--- src/rtl/clk_lock_rst_seq_if.sv ---
// rtl/clk_lock_rst_seq_if.sv - lock/switch inputs and sequenced reset outputs of clk_lock_rst_seq
interface clk_lock_rst_seq_if #(
  parameter int LOSS_CNT_W = 8
) ();
  logic                  locked;
  logic                  SW;
  logic                  rst_core;
  logic                  rst_periph;
  logic                  ready;
  logic [LOSS_CNT_W-1:0] lock_loss_cnt;
  logic [1:0]            state_o;

  modport master (
    output locked,
    output SW,
    input  rst_core,
    input  rst_periph,
    input  ready,
    input  lock_loss_cnt,
    input  state_o
  );

  modport slave (
    input  locked,
    input  SW,
    output rst_core,
    output rst_periph,
    output ready,
    output lock_loss_cnt,
    output state_o
  );
endinterface

--- src/rtl/clk_lock_rst_seq.sv ---
// rtl/clk_lock_rst_seq.sv - ordered core/peripheral reset release after MMCM lock, with SW debounce
module clk_lock_rst_seq #(
  parameter int SYNC_STAGES = 2,
  parameter int LOCK_HOLD   = 1024,
  parameter int STAGE_GAP   = 16,
  parameter int DEB_CYCLES  = 65536,
  parameter int LOSS_CNT_W  = 8
) (
  input logic               CLK,
  input logic               RST,
  clk_lock_rst_seq_if.slave bus
);

  typedef enum logic [1:0] {
    S_WAIT = 2'b00,
    S_HOLD = 2'b01,
    S_CORE = 2'b10,
    S_RUN  = 2'b11
  } state_t;

  localparam int CNT_MAX = (LOCK_HOLD > STAGE_GAP) ? LOCK_HOLD : STAGE_GAP;
  localparam int CNT_W   = $clog2(CNT_MAX) + 1;
  localparam int DEB_W   = $clog2(DEB_CYCLES) + 1;
  localparam logic [CNT_W-1:0] HOLD_LAST = CNT_W'(LOCK_HOLD - 1);
  localparam logic [CNT_W-1:0] GAP_LAST  = CNT_W'(STAGE_GAP - 1);
  localparam logic [DEB_W-1:0] DEB_LAST  = DEB_W'(DEB_CYCLES - 1);

  logic [SYNC_STAGES-1:0] r_lock_sync;
  logic [SYNC_STAGES-1:0] r_sw_sync;
  logic                   w_locked_s;
  logic                   w_sw_s;
  logic [DEB_W-1:0]       r_deb_cnt;
  logic                   r_sw_deb;

  state_t                 r_state;
  state_t                 w_state_nxt;
  logic [CNT_W-1:0]       r_cnt;
  logic [CNT_W-1:0]       w_cnt_nxt;
  logic                   w_abort;
  logic                   w_loss_inc;
  logic                   w_rst_core_nxt;
  logic                   w_rst_periph_nxt;
  logic                   w_ready_nxt;
  logic                   r_rst_core;
  logic                   r_rst_periph;
  logic                   r_ready;
  logic [LOSS_CNT_W-1:0]  r_lock_loss_cnt;

  always_ff @(posedge CLK or posedge RST) begin
    if (RST) begin
      r_lock_sync <= '0;
      r_sw_sync   <= '0;
    end else begin
      r_lock_sync <= {r_lock_sync[SYNC_STAGES-2:0], bus.locked};
      r_sw_sync   <= {r_sw_sync[SYNC_STAGES-2:0], bus.SW};
    end
  end

  assign w_locked_s = r_lock_sync[SYNC_STAGES-1];
  assign w_sw_s     = r_sw_sync[SYNC_STAGES-1];

  // Any return to the debounced level restarts the stability window.
  always_ff @(posedge CLK or posedge RST) begin
    if (RST) begin
      r_deb_cnt <= '0;
      r_sw_deb  <= 1'b0;
    end else if (w_sw_s == r_sw_deb) begin
      r_deb_cnt <= '0;
    end else if (r_deb_cnt == DEB_LAST) begin
      r_sw_deb  <= w_sw_s;
      r_deb_cnt <= '0;
    end else begin
      r_deb_cnt <= r_deb_cnt + 1'b1;
    end
  end

  assign w_abort = !w_locked_s || r_sw_deb;

  always_comb begin
    w_state_nxt = r_state;
    w_cnt_nxt   = '0;
    w_loss_inc  = 1'b0;
    case (r_state)
      S_WAIT: begin
        if (w_locked_s && !r_sw_deb) w_state_nxt = S_HOLD;
      end
      S_HOLD: begin
        if (w_abort)                 w_state_nxt = S_WAIT;
        else if (r_cnt == HOLD_LAST) w_state_nxt = S_CORE;
        else                         w_cnt_nxt   = r_cnt + 1'b1;
      end
      S_CORE: begin
        if (w_abort) begin
          w_state_nxt = S_WAIT;
          w_loss_inc  = !w_locked_s;
        end else if (r_cnt == GAP_LAST) begin
          w_state_nxt = S_RUN;
        end else begin
          w_cnt_nxt   = r_cnt + 1'b1;
        end
      end
      S_RUN: begin
        if (w_abort) begin
          w_state_nxt = S_WAIT;
          w_loss_inc  = !w_locked_s;
        end
      end
      default: w_state_nxt = S_WAIT;
    endcase
  end

  // Outputs are decoded from the next state so the flops switch with the state.
  always_comb begin
    w_rst_core_nxt   = (w_state_nxt == S_WAIT) || (w_state_nxt == S_HOLD);
    w_rst_periph_nxt = (w_state_nxt != S_RUN);
    w_ready_nxt      = (w_state_nxt == S_RUN);
  end

  always_ff @(posedge CLK or posedge RST) begin
    if (RST) begin
      r_state         <= S_WAIT;
      r_cnt           <= '0;
      r_rst_core      <= 1'b1;
      r_rst_periph    <= 1'b1;
      r_ready         <= 1'b0;
      r_lock_loss_cnt <= '0;
    end else begin
      r_state      <= w_state_nxt;
      r_cnt        <= w_cnt_nxt;
      r_rst_core   <= w_rst_core_nxt;
      r_rst_periph <= w_rst_periph_nxt;
      r_ready      <= w_ready_nxt;
      if (w_loss_inc && (r_lock_loss_cnt != {LOSS_CNT_W{1'b1}}))
        r_lock_loss_cnt <= r_lock_loss_cnt + 1'b1;
    end
  end

  assign bus.rst_core      = r_rst_core;
  assign bus.rst_periph    = r_rst_periph;
  assign bus.ready         = r_ready;
  assign bus.lock_loss_cnt = r_lock_loss_cnt;
  assign bus.state_o       = r_state;

endmodule

--- src/flat_wrapper.sv ---
// flat-port wrapper written by rule: the top's interface ports become plain ports
module clk_lock_rst_seq_flat 
#(
  parameter int SYNC_STAGES = 2,
  parameter int LOCK_HOLD   = 1024,
  parameter int STAGE_GAP   = 16,
  parameter int DEB_CYCLES  = 65536,
  parameter int LOSS_CNT_W  = 8
)
  (CLK, RST, bus_locked, bus_SW, bus_rst_core, bus_rst_periph, bus_ready, bus_lock_loss_cnt, bus_state_o);
  clk_lock_rst_seq_if #(.LOSS_CNT_W(LOSS_CNT_W)) bus_i ();
  input logic CLK;
  input logic RST;
  input wire logic [$bits(bus_i.locked)-1:0] bus_locked;
  input wire logic [$bits(bus_i.SW)-1:0] bus_SW;
  output wire logic [$bits(bus_i.rst_core)-1:0] bus_rst_core;
  output wire logic [$bits(bus_i.rst_periph)-1:0] bus_rst_periph;
  output wire logic [$bits(bus_i.ready)-1:0] bus_ready;
  output wire logic [$bits(bus_i.lock_loss_cnt)-1:0] bus_lock_loss_cnt;
  output wire logic [$bits(bus_i.state_o)-1:0] bus_state_o;
  assign bus_i.locked = bus_locked;
  assign bus_i.SW = bus_SW;
  assign bus_rst_core = bus_i.rst_core;
  assign bus_rst_periph = bus_i.rst_periph;
  assign bus_ready = bus_i.ready;
  assign bus_lock_loss_cnt = bus_i.lock_loss_cnt;
  assign bus_state_o = bus_i.state_o;
  clk_lock_rst_seq #(.SYNC_STAGES(SYNC_STAGES), .LOCK_HOLD(LOCK_HOLD), .STAGE_GAP(STAGE_GAP), .DEB_CYCLES(DEB_CYCLES), .LOSS_CNT_W(LOSS_CNT_W)) u_core (.CLK(CLK), .RST(RST), .bus(bus_i));
endmodule
--- config.mk ---
export PLATFORM = sky130hd
export DESIGN_NAME = clk_lock_rst_seq_flat
export DESIGN_NICKNAME = d
export VERILOG_FILES = /design/src/rtl/clk_lock_rst_seq_if.sv /design/src/rtl/clk_lock_rst_seq.sv /design/src/flat_wrapper.sv
export SDC_FILE = /design/constraint.sdc
export NUM_CORES = 1
export LEC_CHECK = 0
export CAP_MARGIN = 20
export CELL_PAD_IN_SITES_DETAIL_PLACEMENT = 1
export CELL_PAD_IN_SITES_GLOBAL_PLACEMENT = 1
export CORE_ASPECT_RATIO = 0.75
export CORE_UTILIZATION = 35
export DETAILED_ROUTE_END_ITERATION = 16
export PLACE_DENSITY_LB_ADDON = 0.1
export SLEW_MARGIN = 30
export SYNTH_ARGS = -nofsm -noshare
export SYNTH_HDL_FRONTEND = slang
export SYNTH_SLANG_ARGS = --single-unit
--- constraint.sdc ---
create_clock -name CLK -period 2.54 [get_ports CLK]
set_input_delay 0.381 -clock CLK [delete_from_list [all_inputs] [get_ports CLK]]
set_output_delay 0.381 -clock CLK [all_outputs]
set_load 0.01 [all_outputs]
# After elaboration in Yosys (flattened, before gate mapping)
# Cells that the tools add are included.
[totals]
reg_bits = 46
[op_classes]
add_sub_neg = 3
n_reduce_logical = 10
n_bitwise = 1
eq_ne = 11
mux = 16
[ops]
columns = ["op", "n"]
rows = [
  ["11-bit two-way mux", 4],
  ["17-bit two-way mux", 2],
  ["11-bit case mux with 2 select lines", 1],
  ["17-bit by 1-bit adder with 17-bit output, second input constant", 1],
  ["17-bit by 16-bit == test with 1-bit output, second input constant", 1],
  ["2-bit two-way mux", 6],
  ["11-bit by 1-bit adder with 11-bit output, second input constant", 1],
  ["11-bit by 10-bit == test with 1-bit output, second input constant", 1],
  ["11-bit by 4-bit == test with 1-bit output, second input constant", 1],
  ["8-bit by 1-bit adder with 8-bit output, second input constant", 1],
  ["8-bit inequality test, second input constant", 1],
  ["2-bit case mux with 4 select lines", 1],
  ["2-bit == test, second input constant", 3],
  ["2-bit by 1-bit == test with 1-bit output, second input constant", 2],
  ["2-bit zero test", 2],
  ["1-bit logical AND", 2],
  ["1-bit zero test", 2],
  ["1-bit logical OR", 2],
  ["1-bit two-way mux", 2],
  ["2-bit inequality test, second input constant", 1],
  ["2-bit AND reduction", 1],
  ["2-bit OR reduction", 1],
  ["1-bit == test", 1],
  ["1-bit inverter", 1],
]

# Logic depth before layout (Yosys ltp)
[logic_depth]
depth_word = 6
ltp_mapped = 7

# Worst setup path after synthesis
# Ideal clock, no wire load.
[synth_path]
kind = "flip-flop to flip-flop"
from = "register u_core.r_state[0], in the netlist u_core.bus.state_o[0]"
to = "register u_core.r_rst_periph, in the netlist u_core.bus.rst_periph"
path_slack_ns = 0.601
path_buffers = 0
stages_incl_launch_ff = 7
t_required_ns = 2.458
setup_ns = 0.082
synth_period_minus_slack_ns = 1.939
arrival_ns = 1.857
cell_sequence = "dfrtp_1 > inv_1 > ha_1 > or3b_2 > nor4_1 > o221ai_1 > a211o_1"
[synth_via]
elab_chain_cells = 4
word_cells_on_any_way = 12
[synth_lines]
columns = ["element", "line_no", "source"]
rows = [
  ["start: declaration", "clk_lock_rst_seq.sv:35", "state_t r_state;"],
  ["start signal: assignment", "clk_lock_rst_seq.sv:128", "r_state <= w_state_nxt;"],
  ["2-bit two-way mux (on tied branches)", "clk_lock_rst_seq.sv:96, clk_lock_rst_seq.sv:89", ""],
  ["2-bit two-way mux (on tied branches)", "clk_lock_rst_seq.sv:93, clk_lock_rst_seq.sv:88", ""],
  ["2-bit case mux with 4 select lines (*)", "clk_lock_rst_seq.sv:83", "case (r_state)"],
  ["2-bit inequality test (*)", "clk_lock_rst_seq.sv:115", "w_rst_periph_nxt = (w_state_nxt != S_RUN);"],
  ["via u_core.w_rst_periph_nxt", "clk_lock_rst_seq.sv:42", "logic w_rst_periph_nxt;"],
  ["end signal: assignment", "clk_lock_rst_seq.sv:131", "r_rst_periph <= w_rst_periph_nxt;"],
  ["end: declaration", "clk_lock_rst_seq.sv:45", "logic r_rst_periph;"],
]
# Mark *: on every way through the listed nets, which the timed path passes. The rest lies on a longest branch.
# A chain may end at the register's enable or synchronous reset.

# Worst setup path after layout
[layout_path]
from = "register u_core.r_deb_cnt[0]"
to = "register u_core.r_sw_deb"
[layout_via]
elab_chain_cells = 2
[layout_lines]
columns = ["element", "line_no", "source"]
rows = [
  ["start: declaration", "clk_lock_rst_seq.sv:32", "logic [DEB_W-1:0] r_deb_cnt;"],
  ["start signal: assignment", "clk_lock_rst_seq.sv:73", "r_deb_cnt <= r_deb_cnt + 1'b1;"],
  ["17-bit by 16-bit == test with 1-bit output", "clk_lock_rst_seq.sv:69", "end else if (r_deb_cnt == DEB_LAST) begin"],
  ["2-bit AND reduction (no line)", "n/a", ""],
  ["end signal: assignment", "clk_lock_rst_seq.sv:70", "r_sw_deb <= w_sw_s;"],
  ["end: declaration", "clk_lock_rst_seq.sv:33", "logic r_sw_deb;"],
]
# Every way passes these cells.

==> results list <==
- Summed over all nets, the half-perimeter wirelength after detailed placement is 3.561 mm.
* Port Buf Inserts: 16
* Internal reg-to-reg setup slack: between 300 and 400 ps
* Number of cells on the worst hold path: 0
- Xor-xnor portion of the synthesized cell area: 0.1166
* Crit path capture type: flip-flop
- Count of hold buffers inserted by post-cts repair: 0
- The share of total power dissipated in combinational logic is 0.124.
- Power density over cell area: 553.7 nW/um2
- Yosys top cell area share: 0.5055
- The portion of synthesized area spent on multiplexers is 0.01034.
- Maxcap violations: 0
- Post-Place Worst Slack: between 300 and 400 ps
- Counting the buffers created by CTS gives 5.
- The via count of the first global-routing pass was 1740.
* Clock transition at the registers of the reported paths: 90 ps
- Setup Viol. Count Final: 0
* Netlist Area Pre-Place: 2178 um2
- No sink is reached through more buffers than the 2 on the longest clock path.
- Number of antenna cells inserted: 0
* Startpoint of the most critical setup path: u_core.r_deb_cnt[0]$_DFF_PP0_
- Via density: ~5.2
- dfrtp_1 takes more of the synthesized area than any other cell.
* Number of distinct library cells after synthesis: 37
- Least-Margin Pin Slew: 643.7 ps
- Summed over all layers, the routed wires come to 4.834 mm.
- Along the worst path, the maximum fanout reaches 6.
* Count of buffers added by post-CTS timing repair for setup: 0
* Outcome: finished, final reports clean
* Net switching share of the total power: 0.2751
* Count of yosys warnings during synthesis: 0
- After detailed routing, the average wire length per cell comes to 15.69 um.
- Antenna violation net count after detailed routing: 0
* DRC: 0
- Sequential fraction of design power: 0.552
- Peak supply drop: between 200 and 300 uV
- Synth cell count leaders: dfrtp_1, nor2_1, xnor2_1, xor2_1, nand2_1
- CTS Sinks: 46
- Maximum clock frequency: roughly 460 MHz
- Headroom to the max-slew limit came out at 0.5690.
* Quantity of gates resized following cts: 0
* Share of the synthesized area in compound gates (AO/OA/AOI/OAI): 0.06605
- After synthesis, the largest family of logic cells by area is simple AND/OR/NAND/NOR gates.
- GRT Overall Usage: 0.1648
- Syn_area_per_cell: 10.57 um2
* Basic-gate share of the synthesized area counting and, or, nand and nor cells: 0.2102
* Clk pwr share: 0.324
* Shortest clock period the worst path allows after layout: 2196 ps
- The final layout contains 240 nets.
- Reg2Reg Launch Point: u_core.r_deb_cnt[0]$_DFF_PP0_
* Number of flip-flops and latches in the synthesized netlist: 46
- Final count of hold timing violations: 0
* Leakage power figure: around 1.1 nW
* Path class of the lowest-slack min-delay path: reg2reg
- Final weighted congestion of routability-driven global placement: 0.7377
* Kind of launch point of the worst setup path: flip-flop
- The floorplan step set the die width to between 90 and 100 um.
- Across all setup checks in the final design, the least slack found is between 300 and 400 ps.
* Core box area: 5916 um2
- Logic depth of the worst register-to-register path: 5
- Post-synthesis instance total: between 200 and 250
- Global route overflow: 0
- Synthesis produced a netlist with a net count of 217.
* Largest cells by area after synthesis: dfrtp_1, nor2_1, xnor2_1, xor2_1, ha_1
- Data on the critical path is required at its endpoint by ~2700 ps.
- Global-route wire length before repair: 8.418 mm
- On the final layout, the worst clock skew is 13.44 ps.
* Number of rows created at floorplan: 24
- In this run the vertical extent of the chip is 70.32 um.
- Setup repair after global routing left no endpoint under its margin.
- H-tree lvl count: 2
- Most used flip-flop cell after synthesis: dfrtp_1
- Data arrives at the worst endpoint at 2380 ps.
- In the final layout, the share of cells above drive strength 1 is 0.09130.
* Maximum number of pins on one net before global-route repair: 29
* Net switching power: about 0.38 mW
- Number of iterations in the first detailed-routing pass: 5
- Dividing the final minimum period by the clock period gives 0.8647.
- Compared with the post-synthesis result, the final layout area differs by 15.85%.
- Start point of the worst min-delay path: u_core.r_lock_sync[0]$_DFF_PP0_
- Insertion delay to the later sink of the worst-skew pair: 300 ps
- Number of top-level design ports: 17
- In the post-synthesis netlist, the cell with the most instances is dfrtp_1.
- Internal power comes to 1.013 mW.
- For this run, asynchronously set or reset flops after synthesis account for 1.000.
- Vias after detailed routing: 1596
- Of the synthesized area, sequential elements account for 0.5296.
- Total negative slack for setup checks: 0 ps
- Post-synthesis share of cell area spent on full adders, half adders and majority gates: 0.04021
* Number of enable-type register cells in the synthesized netlist: 0
- Die outline area: 6546 um2
* Master cell of the clock root buffer: clkbuf_8
- Final Max Slew Viols: 0
- Initial antenna violation count: 0
- Effective utilization at floorplan: 0.3682
* TritonCTS clock tree: yes
- First DRT Iteration DRCs: 77
* Critical path class: reg2reg
## metrics by stage
| stage | instances | cell area (um2) | utilization | total power, mW | hold slack [ps] |
|---|---|---|---|---|---|
| 2_1_floorplan | 206 | 2178 | - | 0.8977 | 331.2 |
| 3_3_place_gp | 300 | 2437 | 0.4120 | 0.9506 | 335.0 |
| 3_5_place_dp | 300 | 2437 | 0.4120 | 0.9616 | 336.3 |
| 4_1_cts | 308 | 2524 | 0.4266 | 1.413 | 357.6 |
| 5_1_grt | 308 | 2524 | 0.4266 | 1.464 | 367.9 |
| 6_report | 308 | 2524 | 0.4266 | 1.397 | 354.9 |
## layout by cell type (no fill, tap or decap), drive strengths merged, types with 3 or more instances in the layout
master	Yosys	layout
nor3	8	8
nand4	9	9
dfrtp	44	44
nand3	8	8
nor4	4	4
buf	3	3
or2	3	3
clkdlybuf4s50	0	16
xnor2	15	15
and3	4	4
inv	10	10
nor2	35	35
clkbuf	0	6
ha	7	7
nand2	12	12
xor2	14	14
and2	3	3
## logic make-up after synthesis
kind of cell             count (synthesis)
AO/OA/AOI/OAI                           17
XOR/XNOR                                29
adder cells (fa/ha/maj)                  7
buffers and inverters                   13
flip-flops                              46
AND/OR/NAND/NOR                         92
multiplexers                             2
## critical path: stages (launching register included)
cell and delay [ps]:
dfrtp_1 450, ha_1 260, nand2_1 130, or4_1 630, nor3_1 240, mux2_2 360
## cell type report
cell class                 count  area (um2)
multi-input combinational    147       965.9
fill                         668        3392
timing repair buffer          19       182.7
inverter                      10       37.54
tap                           78       97.59
clock inverter                 2       13.76
clock buffer                   6       72.57
sequential                    46        1154
## metal layers
layer  up-vias  wire [um]  GRT usage
met4         0         22    0.05299
met2        29       2270     0.2614
met3         2        146    0.03704
met1       818       2394     0.2235
li1        747          -          -
met5         -          0          0
## power groups by stage
| stage | logic [mW] | clock network (mW) | registers [mW] |
|---|---|---|---|
| after floorplan | 0.113 | 0 | 0.785 |
| after global placement | 0.168 | 0 | 0.782 |
| after detailed placement | 0.176 | 0 | 0.786 |
| after CTS | 0.177 | 0.465 | 0.771 |
| after global routing | 0.198 | 0.492 | 0.775 |
| final | 0.173 | 0.453 | 0.771 |
## registers in the layout (all words and copies together), names as in the netlist
name	count
u_core.r_lock_sync	2
u_core.r_sw_sync	2
u_core.bus.ready	1
u_core.r_sw_deb	1
u_core.bus.rst_core	1
u_core.bus.rst_periph	1
u_core.bus.state_o	2
u_core.r_deb_cnt	17
u_core.bus.lock_loss_cnt	8
u_core.r_cnt	11
## path summary, 6_finish.rpt
path | end
worst max register to register | u_core.r_sw_deb$_DFFE_PP0P_
max in group asynchronous | u_core.r_sw_deb$_DFFE_PP0P_
min in group asynchronous | u_core.r_lock_sync[1]$_DFF_PP0_
worst min-delay path | u_core.r_lock_sync[1]$_DFF_PP0_
worst max-delay path | u_core.r_sw_deb$_DFFE_PP0P_
worst min register to register | u_core.r_lock_sync[1]$_DFF_PP0_
(Power assumes the default switching activity.)
